[src/rtl/alu_serial_seq.sv]
// -----------------------------------------------------------------------------
// alu_serial_seq
//   Bit-serial ALU sequencer. An operation (op_a, op_b, alu_sel) is accepted
//   over a valid/ready handshake and then processed LSB-first, one bit per
//   clock, through a single-bit ALU slice (a, b, carry-in, invert, sel). The
//   per-bit results are collected into a WIDTH-bit result, and set-less-than
//   gets one extra fix-up cycle. The result and its flags are then presented
//   on a valid/ready output handshake.
//
// Ports
//   clk        in   1      rising-edge clock
//   rst_n      in   1      asynchronous active-low reset
//   in_valid   in   1      operation request valid
//   in_ready   out  1      sequencer can accept an operation (IDLE only)
//   op_a       in   WIDTH  operand A
//   op_b       in   WIDTH  operand B
//   alu_sel    in   3      000 and, 001 or, 010 add, 110 sub, 111 slt
//   out_valid  out  1      result/flags valid
//   out_ready  in   1      consumer accepts result
//   result     out  WIDTH  operation result
//   carry_out  out  1      carry out of MSB (add/sub/slt), else 0
//   overflow   out  1      signed overflow (add/sub/slt), else 0
//   zero       out  1      result == 0
// -----------------------------------------------------------------------------
module alu_serial_seq #(
  parameter int WIDTH = 32
) (
  input  logic             clk,
  input  logic             rst_n,
  input  logic             in_valid,
  output logic             in_ready,
  input  logic [WIDTH-1:0] op_a,
  input  logic [WIDTH-1:0] op_b,
  input  logic [2:0]       alu_sel,
  output logic             out_valid,
  input  logic             out_ready,
  output logic [WIDTH-1:0] result,
  output logic             carry_out,
  output logic             overflow,
  output logic             zero
);

  localparam int CNT_W = (WIDTH > 1) ? $clog2(WIDTH) : 1;
  localparam logic [CNT_W-1:0] LAST_CNT = CNT_W'(WIDTH - 1);

  localparam logic [2:0] SEL_AND = 3'b000;
  localparam logic [2:0] SEL_OR  = 3'b001;
  localparam logic [2:0] SEL_ADD = 3'b010;
  localparam logic [2:0] SEL_SUB = 3'b110;
  localparam logic [2:0] SEL_SLT = 3'b111;

  typedef enum logic [1:0] {
    S_IDLE,
    S_RUN,
    S_SLT_FIX,
    S_DONE
  } state_t;

  state_t state_q, state_d;

  // Operand shift registers: bit i of each operand sits in position 0 during
  // RUN cycle i, so the slice always reads bit 0.
  logic [WIDTH-1:0] a_q;
  logic [WIDTH-1:0] b_q;
  logic [WIDTH-1:0] res_q;
  logic [2:0]       sel_q;
  logic [CNT_W-1:0] cnt_q;
  logic             c_q;          // running carry between bit slices
  logic             cin_msb_q;    // carry into the MSB slice
  logic             cout_msb_q;   // carry out of the MSB slice
  logic             out_valid_q;
  logic             carry_out_q;
  logic             overflow_q;
  logic             zero_q;

  // ---------------------------------------------------------------------------
  // Single-bit ALU slice
  // ---------------------------------------------------------------------------
  logic invert_in;
  logic invert;
  logic b_eff;
  logic sum_bit;
  logic cout_bit;
  logic res_bit;
  logic is_arith;
  logic is_last;
  logic less;

  assign invert_in = (alu_sel == SEL_SUB) || (alu_sel == SEL_SLT);
  assign invert    = (sel_q == SEL_SUB) || (sel_q == SEL_SLT);
  assign b_eff     = b_q[0] ^ invert;
  assign sum_bit   = a_q[0] ^ b_eff ^ c_q;
  assign cout_bit  = (a_q[0] & b_eff) | (a_q[0] & c_q) | (b_eff & c_q);
  assign is_arith  = (sel_q == SEL_ADD) || invert;
  assign is_last   = (cnt_q == LAST_CNT);

  // Sign of the difference corrected by overflow gives the true signed compare.
  assign less = res_q[WIDTH-1] ^ (cin_msb_q ^ cout_msb_q);

  always_comb begin
    res_bit = 1'b0;
    case (sel_q)
      SEL_AND: res_bit = a_q[0] & b_q[0];
      SEL_OR:  res_bit = a_q[0] | b_q[0];
      SEL_ADD,
      SEL_SUB,
      SEL_SLT: res_bit = sum_bit;
      default: res_bit = 1'b0;
    endcase
  end

  // ---------------------------------------------------------------------------
  // FSM
  // ---------------------------------------------------------------------------
  always_ff @(posedge clk or negedge rst_n) begin
    if (!rst_n) begin
      state_q <= S_IDLE;
    end else begin
      state_q <= state_d;
    end
  end

  always_comb begin
    state_d  = state_q;
    in_ready = 1'b0;
    case (state_q)
      S_IDLE: begin
        in_ready = 1'b1;
        if (in_valid) begin
          state_d = S_RUN;
        end
      end
      S_RUN: begin
        if (is_last) begin
          state_d = (sel_q == SEL_SLT) ? S_SLT_FIX : S_DONE;
        end
      end
      S_SLT_FIX: begin
        state_d = S_DONE;
      end
      S_DONE: begin
        // The first DONE cycle registers the flags; the handshake is only
        // honoured once out_valid is actually visible.
        if (out_valid_q && out_ready) begin
          state_d = S_IDLE;
        end
      end
      default: state_d = S_IDLE;
    endcase
  end

  // ---------------------------------------------------------------------------
  // Datapath
  // ---------------------------------------------------------------------------
  always_ff @(posedge clk or negedge rst_n) begin
    if (!rst_n) begin
      a_q         <= '0;
      b_q         <= '0;
      res_q       <= '0;
      sel_q       <= '0;
      cnt_q       <= '0;
      c_q         <= 1'b0;
      cin_msb_q   <= 1'b0;
      cout_msb_q  <= 1'b0;
      out_valid_q <= 1'b0;
      carry_out_q <= 1'b0;
      overflow_q  <= 1'b0;
      zero_q      <= 1'b1;
    end else begin
      case (state_q)
        S_IDLE: begin
          if (in_valid) begin
            a_q   <= op_a;
            b_q   <= op_b;
            sel_q <= alu_sel;
            c_q   <= invert_in;   // +1 of the two's complement for sub/slt
            cnt_q <= '0;
          end
        end
        S_RUN: begin
          a_q   <= a_q >> 1;
          b_q   <= b_q >> 1;
          // After WIDTH shifts the bit produced in cycle i lands in res_q[i].
          res_q <= {res_bit, res_q[WIDTH-1:1]};
          c_q   <= cout_bit;
          cnt_q <= cnt_q + CNT_W'(1);
          if (is_last) begin
            cin_msb_q  <= c_q;
            cout_msb_q <= cout_bit;
          end
        end
        S_SLT_FIX: begin
          res_q <= WIDTH'(less);
        end
        S_DONE: begin
          if (!out_valid_q) begin
            out_valid_q <= 1'b1;
            carry_out_q <= is_arith & cout_msb_q;
            overflow_q  <= is_arith & (cin_msb_q ^ cout_msb_q);
            zero_q      <= ~|res_q;
          end else if (out_ready) begin
            out_valid_q <= 1'b0;
          end
        end
        default: ;
      endcase
    end
  end

  assign out_valid = out_valid_q;
  assign result    = res_q;
  assign carry_out = carry_out_q;
  assign overflow  = overflow_q;
  assign zero      = zero_q;

endmodule

[config.mk]
export PLATFORM = sky130hd
export DESIGN_NAME = alu_serial_seq
export DESIGN_NICKNAME = d
export VERILOG_FILES = /design/src/rtl/alu_serial_seq.sv
export SDC_FILE = /design/constraint.sdc
export NUM_CORES = 1
export LEC_CHECK = 0
export ABC_CLOCK_PERIOD_IN_PS = 2300
export CAP_MARGIN = 20
export CORE_ASPECT_RATIO = 0.8
export CORE_UTILIZATION = 52
export CTS_CLUSTER_SIZE = 30
export DETAILED_ROUTE_END_ITERATION = 7
export PLACE_DENSITY = 0.81
export SKIP_LAST_GASP = 1
export SLEW_MARGIN = 30
export SYNTH_ARGS = -nofsm -noshare
export SYNTH_HDL_FRONTEND = slang
export SYNTH_SLANG_ARGS = --single-unit
[constraint.sdc]
create_clock -name clk -period 2.3 [get_ports clk]
set_input_delay 0.345 -clock clk [delete_from_list [all_inputs] [get_ports clk]]
set_output_delay 0.345 -clock clk [all_outputs]
set_load 0.01 [all_outputs]
---- After elaboration in Yosys (flattened, before gate mapping) ----
Cells that the tools add are included.
cells by class
  reduce and logical (&&, ||, !) cells .... 16
  add/subtract/negate cells ............... 1
  bitwise operators ....................... 15
  equal/unequal tests ..................... 13
  multiplexer cells ....................... 18
operators with widths
  cell                   count
  $pmux W32 S2           3
  $mux W32               2
  $reduce_or A32 Y1      1
  $eq A3 B3 Y1 const B   4
  $pmux W5 S2            1
  $pmux W2 S4            1
  $reduce_and A2 Y1      4
  $and A1 B1 Y1          6
  $mux W2                3
  $ne A2 B2 Y1 const B   3
  $add A5 B1 Y5 const B  1
  $eq A5 B5 Y1 const B   1
  $mux W1                5
  $mux W5                1
  $xor A1 B1 Y1          5
  $eq A2 B2 Y1 const B   2
  $reduce_bool A2 Y1     2
  $eq A3 B1 Y1 const B   1
  $eq A3 B2 Y1 const B   1
  $logic_not A3 Y1       1
  $logic_or A1 B1 Y1     3
  $or A1 B1 Y1           3
  $pmux W1 S3            1
  $reduce_and A3 Y1      1
  7 further kinds        7
word-level totals
  output and inout port bits .............. 37
  input port bits ......................... 71
  register bits ........................... 113
  logic and storage cells ................. 76

---- Depth between registers and ports, before layout ----
Gate-level depths: netlist of run 1.
  depth in word-level cells ............... 7
  depth in mapped cells ................... 9
  mapped depth without buffers ............ 7

---- Worst setup path before layout of run 1 ----
Ideal clock, no wire load.
  path type ............................... flip-flop to flip-flop
  start point ............................. register state_q[0]
  end point ............................... register state_q[0]
  setup slack ............................. 0.596 ns
  clock period less this slack ............ 1.704 ns
  arrival ................................. 1.572 ns
  cell stages (with the launch flop) ...... 8
  library setup time ...................... 0.132 ns
  path buffers ............................ 1
  required time ........................... 2.168 ns
  path through ............................ dfrtp_1 > inv_1 > ha_1 > buf_6 > nor2b_4 > a221o_1 > o31ai_1 > o31ai_1
on the way
  cells in the longest elaborated chain, start to end .. 3
  elaborated cells between the ends (all ways) .. 9
  classes of those cells .................. 6 x eq/ne; 1 x mux; 2 x reduce/logical
RTL lines
  what                                        RTL line  RTL
  start: declaration                          59        state_t state_q, state_d;
  start signal: assignment                    119       state_q <= state_d;
  $eq A2 B2 Y1, or another cell as far along  126       case (state_q)
  $ne A2 B2 Y1 (no line)                      n/a
  $reduce_and A3 Y1 (no line)                 n/a
Several ways; a longest one is shown, not always the timed one.
A chain may end at the register's enable or synchronous reset.

---- Final worst setup path of run 1 ----
  start point ............................. register state_q[0]
  end point ............................... output port in_ready
on the way
  cells in the longest elaborated chain, start to end .. 2
RTL lines
  what              RTL line  RTL
  $logic_not A2 Y1  126
  $mux W1           126
  end: declaration  31        output logic in_ready,
Every way passes these cells.

==> results of run 1 <==
## cell usage in the layout, fill, tap and decap left out, types with 5 or more instances in the layout
master / netlist / routed
nor2_1: 5 / 5
o31ai_1: 6 / 6
nand2_1: 76 / 76
o21ai_0: 94 / 94
mux2i_1: 62 / 62
clkdlybuf4s50_1: 0 / 106
mux2_2: 5 / 5
nand3b_1: 30 / 30
nor4_1: 8 / 8
buf_4: 7 / 6
clkbuf_16: 0 / 17
clkbuf_8: 0 / 6
inv_1: 39 / 39
dfrtp_1: 112 / 112
o21ai_1: 6 / 6
buf_12: 0 / 5
## per-stage QoR
step           instance area [um^2]  utilization, %  hold slack (ns)  power [W]  std cells
2_1_floorplan                  5290               -           0.0494    0.00577        515
3_3_place_gp                   6500            66.6            0.338    0.00654        735
3_5_place_dp                   6500            66.6            0.344    0.00676        735
4_1_cts                        7120            72.9            0.452    0.00945        766
5_1_grt                        7120            72.9            0.481     0.0101        766
6_report                       7120            72.9            0.450    0.00937        766
## per-layer routing
| metal | track usage, % | up-vias | share of wire (%) |
|---|---|---|---|
| met3 | 7.34 | 16 | 5.4 |
| met4 | 10.2 | 0 | 1.5 |
| met1 | 30.6 | 1943 | 44 |
| met5 | 0 | - | 0 |
| li1 | - | 1974 | - |
| met2 | 38.9 | 96 | 49 |
## worst register-to-register path: cells and delay by family, from the launching register on
family	cells	cell delay [ns]
AO/OA/AOI/OAI	3	0.78
adder cells (fa/ha/maj)	2	0.37
buffers and inverters	1	0.06
flip-flops	1	0.39
AND/OR/NAND/NOR	1	0.16
## cell usage after synthesis, types with 2 or more instances
library cell	number	area, um^2
nand2b_1	3	18.8
a22o_1	2	17.5
nor2_1	5	18.8
nor4_1	8	50.1
o21ai_1	6	30.0
nand3b_1	30	225
buf_2	8	40.0
buf_4	7	52.6
a21oi_1	2	10.0
clkbuf_1	12	45.0
nand4_1	2	12.5
mux2i_1	62	621
a32o_1	2	20.0
buf_6	3	33.8
o31ai_1	6	45.0
nor2b_1	2	12.5
dfrtp_1	112	2800
a31oi_1	4	25.0
mux2_2	5	56.3
xnor2_1	2	17.5
buf_1	3	11.3
ha_1	6	75.1
inv_1	39	146
o21ai_0	94	470
nand2_1	76	285
## registers in the layout, summed over array words and instances, names as in the netlist
signal / cells
result: 32
c_q: 1
cnt_q: 5
out_valid: 1
overflow: 1
cin_msb_q: 1
carry_out: 1
state_q: 2
b_q: 32
a_q: 32
sel_q: 3
cout_msb_q: 1
zero: 1
## power breakdown
part,switching (W),internal [W]
combinational,0.00202,0.00160
clock,0.000846,0.00175
sequential,0.000450,0.00271
## cells by family after synthesis
kind of cell,after synthesis
adder cells (fa/ha/maj),8
XOR/XNOR,3
AND/OR/NAND/NOR,131
AO/OA/AOI/OAI,120
buffers and inverters,72
flip-flops,113
multiplexers,68
## path summary, 6_finish.rpt
check,end,start,cells past startpoint
setup / recovery,in_ready,state_q[0]$_DFFE_PN0P_,3
hold / removal,a_q[5]$_DFFE_PN0P_,rst_n,2
setup reg to reg,state_q[0]$_DFFE_PN0P_,cnt_q[0]$_DFFE_PN0P_,7
hold reg to reg,zero$_DFFE_PN1P_,zero$_DFFE_PN1P_,2
max in group asynchronous,b_q[2]$_DFFE_PN0P_,rst_n,3
min in group clk,zero$_DFFE_PN1P_,zero$_DFFE_PN1P_,2
## layout make-up
type                       count  share of cell area (%)
inverter                      39                    2.06
timing repair buffer         118                    17.1
tap                          136                    2.39
clock buffer                  25                    7.24
clock inverter                 5                    1.05
multi-input combinational    330                    30.4
sequential                   113                    39.7
## repair_timing
item / 4_1_cts / 5_1_grt
endpoints found under the hold margin: 35 / 0
setup buffers: 0 / 0
endpoints found under the setup margin: 1 / 0
hold buffers: 1 / 0
resized for setup: 2 / 0
==> key figures, run 1 <==
Run status
  • Status: finished, final reports clean

Worst setup path
  • Worst EP required: ~2.0 ns
  • Crit start category: register
  • CP top delay family: buffers and inverters
  • R2R Setup Slk: 0.42 ns
  • CP arrival: ~1.9 ns
  • CP max stage cell: clkdlybuf4s50_1
  • Largest fanout on the critical path: 11
  • CP peak stage delay: roughly 0.59 ns
  • Worst Path Class, Setup: reg -> out
  • Worst setup EP type: output port
  • Crit-path cells: inv_1, ha_4, clkdlybuf4s50_1
  • CP bufs+invs: 2

Global routing
  • Vias in the first global route: ~4000
  • Largest net degree at the start of global routing: between 50 and 60
  • Initial antenna violation count: 0
  • Global Route Usage Sum: 24.3%
  • Total grt overflow: 0
  • First-pass GRT wire length: between 15000 and 20000 um

Timing
  • Period utilization: 95.7%
  • Post-route setup TNS: 0 ns
  • RSZ-0062 raised after global routing: no
  • Headroom to the max-slew limit: roughly two thirds
  • Final setup fails: 0
  • Worst Tran Pin Value: 0.502 ns
  • Fin. Hold Viols: 0
  • Fin. max-slew vios: 0
  • Clock skew: a little over 0.007 ns
  • Achievable Freq: around 0.45 GHz
  • Final worst slack: around 0.099 ns
  • Tmin final: 2.20 ns

Final layout
  • Area growth, synth to finish: 34.5%
  • Nets: ~700
  • Reg area: about 0.0028 mm^2
  • Diode count: 0
  • Layout fillers: about 730
  • Share of layout cells above drive strength 1: ~7.9%
  • Area of the multi-input gates: about 0.0022 mm^2

Synthesis
  • Post-synthesis xor/xnor area fraction: less than 1%
  • Post-synth EDFFs: 0
  • Dominant synthesized flop cell: dfrtp_1
  • Syn Std Cell Area: ~0.0053 mm^2
  • Synth cell types: 39
  • Post-synthesis sequential area ratio: a little over half
  • Ys Warns: 0
  • Seq cells post-synth: between 100 and 150
  • Adder-cell area share of the yosys netlist: 1.99%
  • Post-Syn Nets: ~590
  • Syn avg cell area: ~10 um^2
  • Mux contribution to synthesized area: around an eighth
  • Synth Area in Compound Gates: roughly an eighth
  • Mapped Cells: between 500 and 600
  • Largest family of logic cells by synthesized area: multiplexers
  • Asr flop ratio synth: between 90% and 100%
  • Simple-gate portion of the synthesized area: ~13%

Placement
  • Port buffer count: approximately 110
  • Worst slack at placement: slightly above 0.3 ns
  • Hpwl dp: roughly 7500 um
  • Gpl congestion: about 0.76

Run
  • Max cap viols: 0

CTS
  • CTS clk-pin slew, worst paths: roughly 0.05 ns
  • CTS tree: done
  • H-tree Lvls: 4
  • TritonCTS Sinks: 113
  • CTS Buf Count: 17
  • Worst-Skew Late Latency: about 0.41 ns
  • Root Buffer: clkbuf_16
  • Clk buf depth: 2

Power
  • Leakage: approximately 3.0 nW
  • Pwr dens: about 1300 mW/mm^2
  • VDD IR-drop max: slightly below 0.0007 V

Routing
  • 1st-pass router iterations: 4
  • Vias: roughly 4000
  • DRC violations left: 0
  • Drt via density: between 5 and 6
  • Drt total wl: approximately 11000 um
  • DRT antenna net count: 0
  • WL per Instance: ~15 um
  • Iter 0 DRT Violations: 253

Floorplanning
  • Row cnt: 32
  • Die Area: 0.0106 mm^2
  • IO Count: about 110
  • Core Area: 0.00977 mm^2
  • Die Wd: about 110 um
  • DIE HEIGHT: between 90 and 100 um
  • Initial Util: a little over half

Worst hold path
  • Hold/Removal Path Class: in -> async
Power figures use the tool's default switching activity.
==> inputs of run 2 (changes only) <==
--- a/config.mk
+++ b/config.mk
@@ -8,10 +8,11 @@
 export ABC_CLOCK_PERIOD_IN_PS = 2300
 export CAP_MARGIN = 20
 export CORE_ASPECT_RATIO = 0.8
-export CORE_UTILIZATION = 52
+export CORE_UTILIZATION = 45
 export CTS_CLUSTER_SIZE = 30
 export DETAILED_ROUTE_END_ITERATION = 7
-export PLACE_DENSITY = 0.81
+export GPL_TIMING_DRIVEN = 0
+export PLACE_DENSITY = 0.71
 export SKIP_LAST_GASP = 1
 export SLEW_MARGIN = 30
 export SYNTH_ARGS = -nofsm -noshare
==> run 2 against run 1 <==
  * Sequential share of layout area decreased by 0.56 points
  * Design area increased by 1.4%
  * Count of clock-buffer cells in the layout decreased by 3
  * Combinational power increased by 4%
  * Wire length increased by 7.3%
  * Cell count increased by 5.0%
  * Core utilization decreased by 9.9 points
  * Critical path type unchanged
  * Critical endpoint unchanged
==> key figures, run 2 (synthesis gave the netlist of run 1 again) <==
Run status
  • Status: finished, final reports clean (unchanged)

Floorplanning
  • Initial Util: 46.1% (was 54.2%)
  • Die Area: 0.0122 mm^2 (was 0.0106 mm^2)
  • Row cnt: 35 (was 32)
  • Die Wd: 123 um (was 115 um)
  • IO Count: 108 (unchanged)
  • Core Area: 0.0115 mm^2 (was 0.00977 mm^2)
  • DIE HEIGHT: 99.0 um (was 92.2 um)

Worst setup path
  • Reg2reg end: b_q[3]$_DFFE_PN0P_ (was state_q[0]$_DFFE_PN0P_)
  • CP top delay family: buffers and inverters (unchanged)
  • CP bufs+invs: 2 (unchanged)
  • CP arrival: 1.69 ns (was 1.86 ns)
  • Worst Path Class, Setup: reg -> out (unchanged)
  • Reg2reg path depth: 8 (was 7)
  • Reg-to-reg startpoint: state_q[1]$_DFFE_PN0P_ (was cnt_q[0]$_DFFE_PN0P_)
  • Worst setup EP type: output port (unchanged)
  • Largest fanout on the critical path: 5 (was 11)
  • R2R Setup Slk: 0.36 ns (was 0.42 ns)
  • CP max stage cell: clkdlybuf4s50_1 (unchanged)
  • Start point of the critical path: state_q[0]$_DFFE_PN0P_ (unchanged)
  • Crit. path cell count: 3 (unchanged)
  • Crit-path cells: inv_1, ha_1, clkdlybuf4s50_1 (was inv_1, ha_4, clkdlybuf4s50_1)
  • CP peak stage delay: 0.56 ns (was 0.59 ns)
  • Critical Path Sink: in_ready (unchanged)
  • Crit start category: register (unchanged)
  • Worst EP required: 1.96 ns (about the same)

Global routing
  • Largest net degree at the start of global routing: 62 (was 55)
  • Vias in the first global route: 4139 (was 4058)
  • Total grt overflow: 0 (unchanged)
  • Global Route Usage Sum: 21.8% (was 24.3%)
  • First-pass GRT wire length: 20100 um (was 19600 um)
  • Initial antenna violation count: 0 (unchanged)

Final layout
  • Reg area: 0.00283 mm^2 (unchanged)
  • Most frequent cells in the layout: 112 x dfrtp_1, 106 x clkdlybuf4s50_1, 94 x o21ai_0 (unchanged)
  • Commonest non-fill, non-tap cell in the layout: dfrtp_1 (unchanged)
  • Non-Filler Instances: 804 (was 766)
  • Final Cell Area: 0.00722 mm^2 (was 0.00712 mm^2)
  • Diode count: 0 (unchanged)
  • Nets: 721 (was 697)
  • Area of the multi-input gates: 0.00213 mm^2 (was 0.00217 mm^2)
  • Share of layout cells above drive strength 1: 8.99% (was 7.94%)
  • Layout fillers: 946 (was 733)
  • Area growth, synth to finish: 36.5% (was 34.5%)

Timing
  • Final setup fails: 0 (unchanged)
  • Clock skew: 0.0201 ns (was 0.00721 ns)
  • Post-route setup TNS: 0 ns (unchanged)
  • Achievable Freq: 0.491 GHz (was 0.454 GHz)
  • Fin. Hold Viols: 0 (unchanged)
  • Fin. max-slew vios: 0 (unchanged)
  • RSZ-0062 raised after global routing: no (unchanged)
  • Period utilization: 88.5% (was 95.7%)
  • Tmin final: 2.04 ns (was 2.20 ns)
  • Final worst slack: 0.265 ns (was 0.0993 ns)
  • Worst Tran Pin Value: 0.476 ns (was 0.502 ns)
  • Headroom to the max-slew limit: 68.3% (was 66.5%)

Power
  • VDD IR-drop max: 0.000710 V (was 0.000677 V)
  • Pwr dens: 1340 mW/mm^2 (was 1320 mW/mm^2)
  • Leakage: 3.07 nW (was 3.00 nW)

Routing
  • WL per Instance: 15.2 um (was 14.8 um)
  • Iter 0 DRT Violations: 302 (was 253)
  • 1st-pass router iterations: 4 (unchanged)
  • Vias: 4147 (was 4029)
  • Drt via density: 5.16 (was 5.26)
  • DRT antenna net count: 0 (unchanged)
  • Drt total wl: 12200 um (was 11300 um)
  • DRC violations left: 0 (unchanged)

CTS
  • # Post-CTS Setup Buffers: 0 (unchanged)
  • Worst-Skew Late Latency: 0.41 ns (about the same)
  • TritonCTS Sinks: 113 (unchanged)
  • CTS tree: done (unchanged)
  • CTS clk-pin slew, worst paths: 0.05 ns (about the same)
  • Clk buf depth: 2 (unchanged)
  • H-tree Lvls: 4 (unchanged)
  • CTS Hold Bufs: 1 (unchanged)
  • Post_cts resized: 0 (was 2)
  • CTS Buf Count: 17 (unchanged)
  • Root Buffer: clkbuf_16 (unchanged)

Placement
  • Port buffer count: 107 (unchanged)
  • Gpl congestion: 0.755 (was 0.759)
  • Area post-placement: 0.00658 mm^2 (was 0.00650 mm^2)
  • Hpwl dp: 8560 um (was 7550 um)
  • Cell Count Post-Placement: 771 (was 735)
  • Worst slack at placement: 0.286 ns (was 0.308 ns)

Run
  • Max cap viols: 0 (unchanged)

Worst hold path
  • Hold/Removal Path Class: in -> async (unchanged)
run 2: report_power, final:
part | leakage, nW | internal [W] | switching [W]
logic | 1.30 | 0.00160 | 0.00219
registers | 1.46 | 0.00271 | 0.000436
clock network | 0.310 | 0.00189 | 0.000887
run 2: layout make-up:
cell class	count	share of cell area (%)
plain buffers	33	2.53
repair buffers	109	15.4
inverters	39	2.03
flip-flops and latches	113	39.2
clock inverters	10	2.17
multi-input cells	330	29.5
clock buffers	22	6.57
well taps	148	2.56
run 2: through the flow:
step | total power, W | utilization, % | hold WS, ns
2_1_floorplan | 0.00577 | - | 0.0494
3_3_place_gp | 0.00677 | 57.1 | 0.462
3_5_place_dp | 0.00697 | 57.4 | 0.324
4_1_cts | 0.00980 | 62.9 | 0.480
5_1_grt | 0.0104 | 62.9 | 0.494
6_report | 0.00971 | 62.9 | 0.468
run 2: worst min-delay path by stage:
stage | from | to | slack (ns) | depth (start not counted)
floorplan | rst_n | a_q[0]$_DFFE_PN0P_ | 0.05 | 0
global placement | a_q[3]$_DFFE_PN0P_ | a_q[3]$_DFFE_PN0P_ | 0.46 | 2
detailed placement | rst_n | result[18]$_DFFE_PN0P_ | 0.32 | 1
CTS | rst_n | result[18]$_DFFE_PN0P_ | 0.48 | 2
global route | rst_n | result[21]$_DFFE_PN0P_ | 0.49 | 2
finish | rst_n | result[20]$_DFFE_PN0P_ | 0.47 | 2
run 2: routing by layer:
layer / vias to the layer above / track usage, % / share of wire (%)
li1: 2025 / - / -
met1: 2036 / 29.0 / 47
met2: 78 / 32.7 / 47
met3: 8 / 7.81 / 4.7
met4: 0 / 7.51 / 0.72
met5: - / 0 / 0
